$ cat src/rtl/multicycle_alu_controller.sv
// Control FSM for a multicycle RV32I subset (ADD, ADDI, LUI, LW, SW).
// Drives the datapath selects and strobes, counts retired instructions, and traps on bad opcodes or memory timeouts.
// Latency: 4 cycles for ADD/ADDI/LUI/SW and 5 for LW; each memory wait cycle adds one.
module multicycle_alu_controller #(
  parameter int COUNT_WIDTH = 32,
  parameter int MEM_TIMEOUT = 16
) (
  input  logic                   clk,
  input  logic                   reset,
  input  logic [6:0]             Opcode_i,
  input  logic [2:0]             Funct3_i,
  input  logic [6:0]             Funct7_i,
  input  logic                   Mem_Ready_i,
  output logic                   PC_Write_o,
  output logic                   IR_Write_o,
  output logic                   IorD_o,
  output logic                   Mem_Read_o,
  output logic                   Mem_Write_o,
  output logic [1:0]             ALU_Src_A_o,
  output logic [1:0]             ALU_Src_B_o,
  output logic [3:0]             ALU_Operation_o,
  output logic                   Reg_Write_o,
  output logic                   Mem_to_Reg_o,
  output logic                   Illegal_o,
  output logic [3:0]             State_o,
  output logic [COUNT_WIDTH-1:0] Instr_Count_o
);

  localparam logic [3:0] S_FETCH    = 4'd0;
  localparam logic [3:0] S_DECODE   = 4'd1;
  localparam logic [3:0] S_EXEC_R   = 4'd2;
  localparam logic [3:0] S_EXEC_I   = 4'd3;
  localparam logic [3:0] S_EXEC_LUI = 4'd4;
  localparam logic [3:0] S_MEM_ADDR = 4'd5;
  localparam logic [3:0] S_MEM_RD   = 4'd6;
  localparam logic [3:0] S_MEM_WB   = 4'd7;
  localparam logic [3:0] S_MEM_WR   = 4'd8;
  localparam logic [3:0] S_ALU_WB   = 4'd9;
  localparam logic [3:0] S_TRAP     = 4'd10;

  localparam logic [3:0] ALU_ADD = 4'b0000;
  localparam logic [3:0] ALU_LUI = 4'b1000;

  localparam logic [6:0] OP_R     = 7'b0110011;
  localparam logic [6:0] OP_I     = 7'b0010011;
  localparam logic [6:0] OP_LUI   = 7'b0110111;
  localparam logic [6:0] OP_LOAD  = 7'b0000011;
  localparam logic [6:0] OP_STORE = 7'b0100011;

  // The wait counter only has to reach MEM_TIMEOUT-1: the cycle after that either traps or changes state.
  localparam int              WAIT_WIDTH = (MEM_TIMEOUT < 2) ? 1 : $clog2(MEM_TIMEOUT);
  localparam bit              TIMEOUT_EN = (MEM_TIMEOUT != 0);
  localparam logic [WAIT_WIDTH-1:0] WAIT_LAST = WAIT_WIDTH'((MEM_TIMEOUT > 0) ? MEM_TIMEOUT - 1 : 0);

  logic [3:0]             state_q, state_d;
  logic [WAIT_WIDTH-1:0]  wait_q, wait_d;
  logic [COUNT_WIDTH-1:0] count_q, count_d;
  logic                   illegal_q, illegal_d;
  logic                   in_wait, timeout, retire;

  // Memory-wait states; the timeout fires only when ready is absent, so a late ready always wins.
  assign in_wait = (state_q == S_FETCH) || (state_q == S_MEM_RD) || (state_q == S_MEM_WR);
  assign timeout = TIMEOUT_EN && in_wait && !Mem_Ready_i && (wait_q == WAIT_LAST);
  assign retire  = (state_q == S_ALU_WB) || (state_q == S_MEM_WB) ||
                   ((state_q == S_MEM_WR) && Mem_Ready_i);

  // State register plus wait counter, retire counter and sticky trap flag.
  always_ff @(posedge clk) begin
    if (reset) begin
      state_q   <= S_FETCH;
      wait_q    <= '0;
      count_q   <= '0;
      illegal_q <= 1'b0;
    end else begin
      state_q   <= state_d;
      wait_q    <= wait_d;
      count_q   <= count_d;
      illegal_q <= illegal_d;
    end
  end

  // Next-state decode, with the memory timeout overriding any stay-in-place decision.
  always_comb begin
    state_d = state_q;
    unique case (state_q)
      S_FETCH:    if (Mem_Ready_i) state_d = S_DECODE;
      S_DECODE: begin
        if (Opcode_i == OP_R && Funct3_i == 3'b000 && Funct7_i == 7'b0000000) state_d = S_EXEC_R;
        else if (Opcode_i == OP_I && Funct3_i == 3'b000)                     state_d = S_EXEC_I;
        else if (Opcode_i == OP_LUI)                                         state_d = S_EXEC_LUI;
        else if (Opcode_i == OP_LOAD && Funct3_i == 3'b010)                  state_d = S_MEM_ADDR;
        else if (Opcode_i == OP_STORE && Funct3_i == 3'b010)                 state_d = S_MEM_ADDR;
        else                                                                 state_d = S_TRAP;
      end
      S_EXEC_R, S_EXEC_I, S_EXEC_LUI: state_d = S_ALU_WB;
      S_MEM_ADDR: state_d = (Opcode_i == OP_LOAD) ? S_MEM_RD : S_MEM_WR;
      S_MEM_RD:   if (Mem_Ready_i) state_d = S_MEM_WB;
      S_MEM_WR:   if (Mem_Ready_i) state_d = S_FETCH;
      S_MEM_WB, S_ALU_WB: state_d = S_FETCH;
      S_TRAP:     state_d = S_TRAP;
      default:    state_d = S_TRAP;
    endcase
    if (timeout) state_d = S_TRAP;
  end

  // Counter updates: wait count restarts on every state change, retire count wraps freely.
  always_comb begin
    wait_d = wait_q;
    if (state_d != state_q)          wait_d = '0;
    else if (in_wait && !Mem_Ready_i) wait_d = wait_q + WAIT_WIDTH'(1);
    count_d   = retire ? count_q + COUNT_WIDTH'(1) : count_q;
    illegal_d = illegal_q | (state_d == S_TRAP);
  end

  // Datapath controls per state; reset masks every strobe so nothing is written mid-reset.
  always_comb begin
    PC_Write_o      = 1'b0;
    IR_Write_o      = 1'b0;
    IorD_o          = 1'b0;
    Mem_Read_o      = 1'b0;
    Mem_Write_o     = 1'b0;
    ALU_Src_A_o     = 2'b00;
    ALU_Src_B_o     = 2'b00;
    ALU_Operation_o = ALU_ADD;
    Reg_Write_o     = 1'b0;
    Mem_to_Reg_o    = 1'b0;
    unique case (state_q)
      S_FETCH: begin
        Mem_Read_o  = 1'b1;
        ALU_Src_B_o = 2'b01;
        PC_Write_o  = Mem_Ready_i;
        IR_Write_o  = Mem_Ready_i;
      end
      S_EXEC_R:   ALU_Src_A_o = 2'b01;
      S_EXEC_I, S_MEM_ADDR: begin
        ALU_Src_A_o = 2'b01;
        ALU_Src_B_o = 2'b10;
      end
      S_EXEC_LUI: begin
        ALU_Src_B_o     = 2'b10;
        ALU_Operation_o = ALU_LUI;
      end
      S_MEM_RD: begin
        Mem_Read_o = 1'b1;
        IorD_o     = 1'b1;
      end
      S_MEM_WR: begin
        Mem_Write_o = 1'b1;
        IorD_o      = 1'b1;
      end
      S_MEM_WB: begin
        Reg_Write_o  = 1'b1;
        Mem_to_Reg_o = 1'b1;
      end
      S_ALU_WB:   Reg_Write_o = 1'b1;
      default: ;
    endcase
    if (reset) begin
      PC_Write_o  = 1'b0;
      IR_Write_o  = 1'b0;
      Mem_Read_o  = 1'b0;
      Mem_Write_o = 1'b0;
      Reg_Write_o = 1'b0;
    end
  end

  assign Illegal_o     = illegal_q;
  assign State_o       = state_q;
  assign Instr_Count_o = count_q;

endmodule

$ cat config.mk
export PLATFORM = sky130hd
export DESIGN_NAME = multicycle_alu_controller
export DESIGN_NICKNAME = d
export VERILOG_FILES = /design/src/rtl/multicycle_alu_controller.sv
export SDC_FILE = /design/constraint.sdc
export NUM_CORES = 1
export LEC_CHECK = 0
export CAP_MARGIN = 10
export CORE_MARGIN = 5
export CORE_UTILIZATION = 42
export CTS_CLUSTER_SIZE = 40
export DETAILED_ROUTE_END_ITERATION = 10
export GPL_TIMING_DRIVEN = 0
export MAX_ROUTING_LAYER = met4
export PLACE_DENSITY = 0.76
export SYNTH_ARGS = -nofsm -noshare
export SYNTH_HDL_FRONTEND = slang
export SYNTH_SLANG_ARGS = --single-unit
export TNS_END_PERCENT = 1
$ cat constraint.sdc
create_clock -name clk -period 1.95 [get_ports clk]
set_input_delay 0.195 -clock clk [delete_from_list [all_inputs] [get_ports clk]]
set_output_delay 0.195 -clock clk [all_outputs]
set_load 0.05 [all_outputs]
==> impl_metrics.tcl, run 1 <==
set metrics [dict create \
    layout-drive-gt1-share 0.211 \
    hp-class "in -> reg" \
    final_core_util 0.635 \
    synth_top_area_frac 0.348 \
    ir_drop_v 0.000465 \
    fmax_ghz 0.510 \
    timing.final.max_slew_violations 0 \
    grt_overflow 0 \
    drt_iter0_markers 143 \
    wl_mm 6.46 \
    failed_checks "negative setup slack" \
    synthMostInstantiatedCell "dfxtp_1" \
    synth-edff-count 0 \
    yosysUniqueCellTypes 51 \
    critPathKind "reg -> reg" \
    cts_hold_buf 0 \
    switching_share 0.311 \
    fp.coreArea_mm2 0.00547 \
    power_frac_seq 0.432 \
    synthArstFlopShare 0 \
    grt_pass1_vias 2233 \
    syn_area_mm2 0.00236 \
    ys_top_cells_by_count "dfxtp_1, nor2_1, nor3_1, xnor2_1, nand2_1" \
    multi_input_area_mm2 0.00156 \
    dieWidth_um 85.0 \
    grt_max_degree 13 \
    rows 27 \
    insertion_delay_ns 0.29 \
    area_growth_pct 47.3 \
    finalSetupViolations 4 \
    ys_top_cells_by_area "dfxtp_1, xnor2_1, nor2_1" \
    clock_power_share 0.301 \
    yosysSeqAreaShare 0.348 \
    port-buffer-count 66 \
    ys_ff_latch 41 \
    clock-sinks 41 \
    cp-start-kind "flip-flop" \
    synthFlopType "dfxtp_1" \
    synth_cells 292 \
    cts_root_buf "clkbuf_8" \
    gp_congestion 0.843 \
    synth_largest_area_cell "dfxtp_1" \
    ant_nets 0 \
    p_leak_nw 1.25 \
    antenna_found_initial 0 \
    arrival_ns 2.12 \
    tightest_slew_ns 0.528 \
    cp_max_fo 7 \
    grt_pass1_wl_mm 10.4 \
    num_io_pins 72 \
    cts_buffers 5 \
    regArea_um2 835 \
    wl_met1_mm 2.79 \
    avgViaCountPerCell 5.32 \
    finClkSkew_ns 0.0127 \
    cp.required_ns 2.11 \
    dr_wl_met2_mm 3.31 \
    status "finished with violations" \
    power.switching_w 0.000629 \
    cts_tree "built" \
    hpwl_mm 4.68 \
    finalNonFillerCells 452 \
    period_share 1.00 \
    cts_max_level 2 \
    path_clk_slew_ns 0.08 \
    cap_violations 0 \
    grt_usage 0.176 \
    die_area_mm2 0.00722 \
    drcViolationCount 0 \
    syn_avg_cell_area_um2 8.08 \
    finalHoldViolCount 0 \
    vias 2404 \
    dp_cells 433 \
    combPwrFrac 0.267 \
    rsz0062_at_grt "yes" \
    wl_per_cell_um 14.3 \
    first_pass_iters 4 \
    timing.final.ws_setup_ns -0.00956 \
    final_nets 401 \
    wl_met3_um 319 \
    top_layer "met4" \
    num_antenna_cells 0 \
    max_slew_margin 0.647 \
    min_period_ns 1.96 \
    cp-end-kind "flip-flop" \
    power.internal_w 0.00140 \
    synth_warnings 0 \
    fp.dieH_um 85.0 \
    cts.path.max_buffers 2 \
    power_density_mw_per_mm2 582 \
    fillers 467 \
    initial_core_util 0.431 \
]
==> registers in the layout, indices dropped and copies added, names as in the netlist <==
signal and flops:
Instr_Count_o 32, wait_q 4, State_o 4, Illegal_o 1
==> worst max-delay path, cell delays in order (launching register included) <==
cell and delay [ns]:
dfxtp_4 0.38, or3b_4 0.42, o22ai_4 0.22, buf_4 0.19, nand4_4 0.14, nor3_1 0.27, xnor2_1 0.15, nor2_1 0.05
==> logic make-up (layout without fill, tap and decap cells) <==
| kind of cell | count (synthesis) | after routing | share of synthesized area |
|---|---|---|---|
| buffers and inverters | 28 | 112 | 0.0530 |
| xor gates and xnor gates | 28 | 28 | 0.104 |
| and+or+nand+nor | 146 | 147 | 0.348 |
| muxes | 2 | 2 | 0.00848 |
| adders and majority gates | 2 | 2 | 0.0106 |
| AOI/OAI and AO/OA | 44 | 44 | 0.127 |
| DFF | 41 | 41 | 0.348 |
| other | 1 | 4 | 0.00159 |
==> cell type report <==
class	instances	share of cell area
clock buffers	7	0.0277
multi-input cells	227	0.450
well taps	72	0.0259
inverters	10	0.0108
repair buffers	77	0.210
clock inverters	1	0.00144
plain buffers	17	0.0345
flip-flops and latches	41	0.240
==> per-layer routing <==
metal | global-route usage | up-vias
met2 | 0.301 | 60
li1 | - | 1200
met4 | 0.0475 | 0
met3 | 0.0379 | 2
met1 | 0.208 | 1142
met5 | - | -
==> through the flow <==
step	total power (W)	setup slack (ns)	hold slack (ns)	TNS [ns]	cell area [µm²]
finish	0.00202	-0.00956	0.492	-0.0249	3480
global route	0.00211	-0.104	0.528	-1.49	3480
CTS	0.00200	-0.0647	0.509	-0.174	3320
detailed placement	0.00140	-0.415	0.483	-6.90	3180
global placement	0.00140	-0.387	0.471	-6.22	3180
floorplan	0.00124	-0.295	0.484	-4.61	2430
==> power by group through the flow <==
| stage | combinational (W) | clock [W] | sequential, W |
|---|---|---|---|
| 2_1_floorplan | 0.000313 | 0 | 0.000931 |
| 3_3_place_gp | 0.000506 | 0 | 0.000890 |
| 3_5_place_dp | 0.000511 | 0 | 0.000891 |
| 4_1_cts | 0.000508 | 0.000622 | 0.000871 |
| 5_1_grt | 0.000576 | 0.000652 | 0.000878 |
| 6_report | 0.000540 | 0.000609 | 0.000875 |
==> what timing repair did <==
action / 4_1_cts / 5_1_grt
endpoints found under the hold margin: 0 / 0
pin swaps: 9 / 11
setup endpoints to repair: 32 / 32
resized for setup: 53 / 20
cloned: 0 / 1
setup buffers: 0 / 11
==> cells in the final DEF (no fill, tap or decap), types with 10 or more instances in the layout <==
cell type,count
clkdlybuf4s50_1,52
o21ai_0,12
xnor2_1,22
dfxtp_1,36
nand3_1,10
nor3_1,13
buf_4,16
nor2_1,38
a21oi_1,11
inv_1,10
nand2_1,19
==> final timing paths <==
check / from / endpoint / slack [ns] / cells after the start
worst min register to register: Instr_Count_o[17] / Instr_Count_o[17] / 0.51 / 2
worst min-delay path: Opcode_i[2] / State_o[2] / 0.49 / 4
worst max register to register: State_o[2] / Instr_Count_o[22] / -0.01 / 7
worst max-delay path: State_o[2] / Instr_Count_o[22] / -0.01 / 7
Power figures use the tool's default switching activity.
==> run 2: changes to the inputs <==
CTS_CLUSTER_SIZE = 30   (was 40)
==> results of run 2 <==
The final DEF is identical to that of run 1; final timing and power are the same.
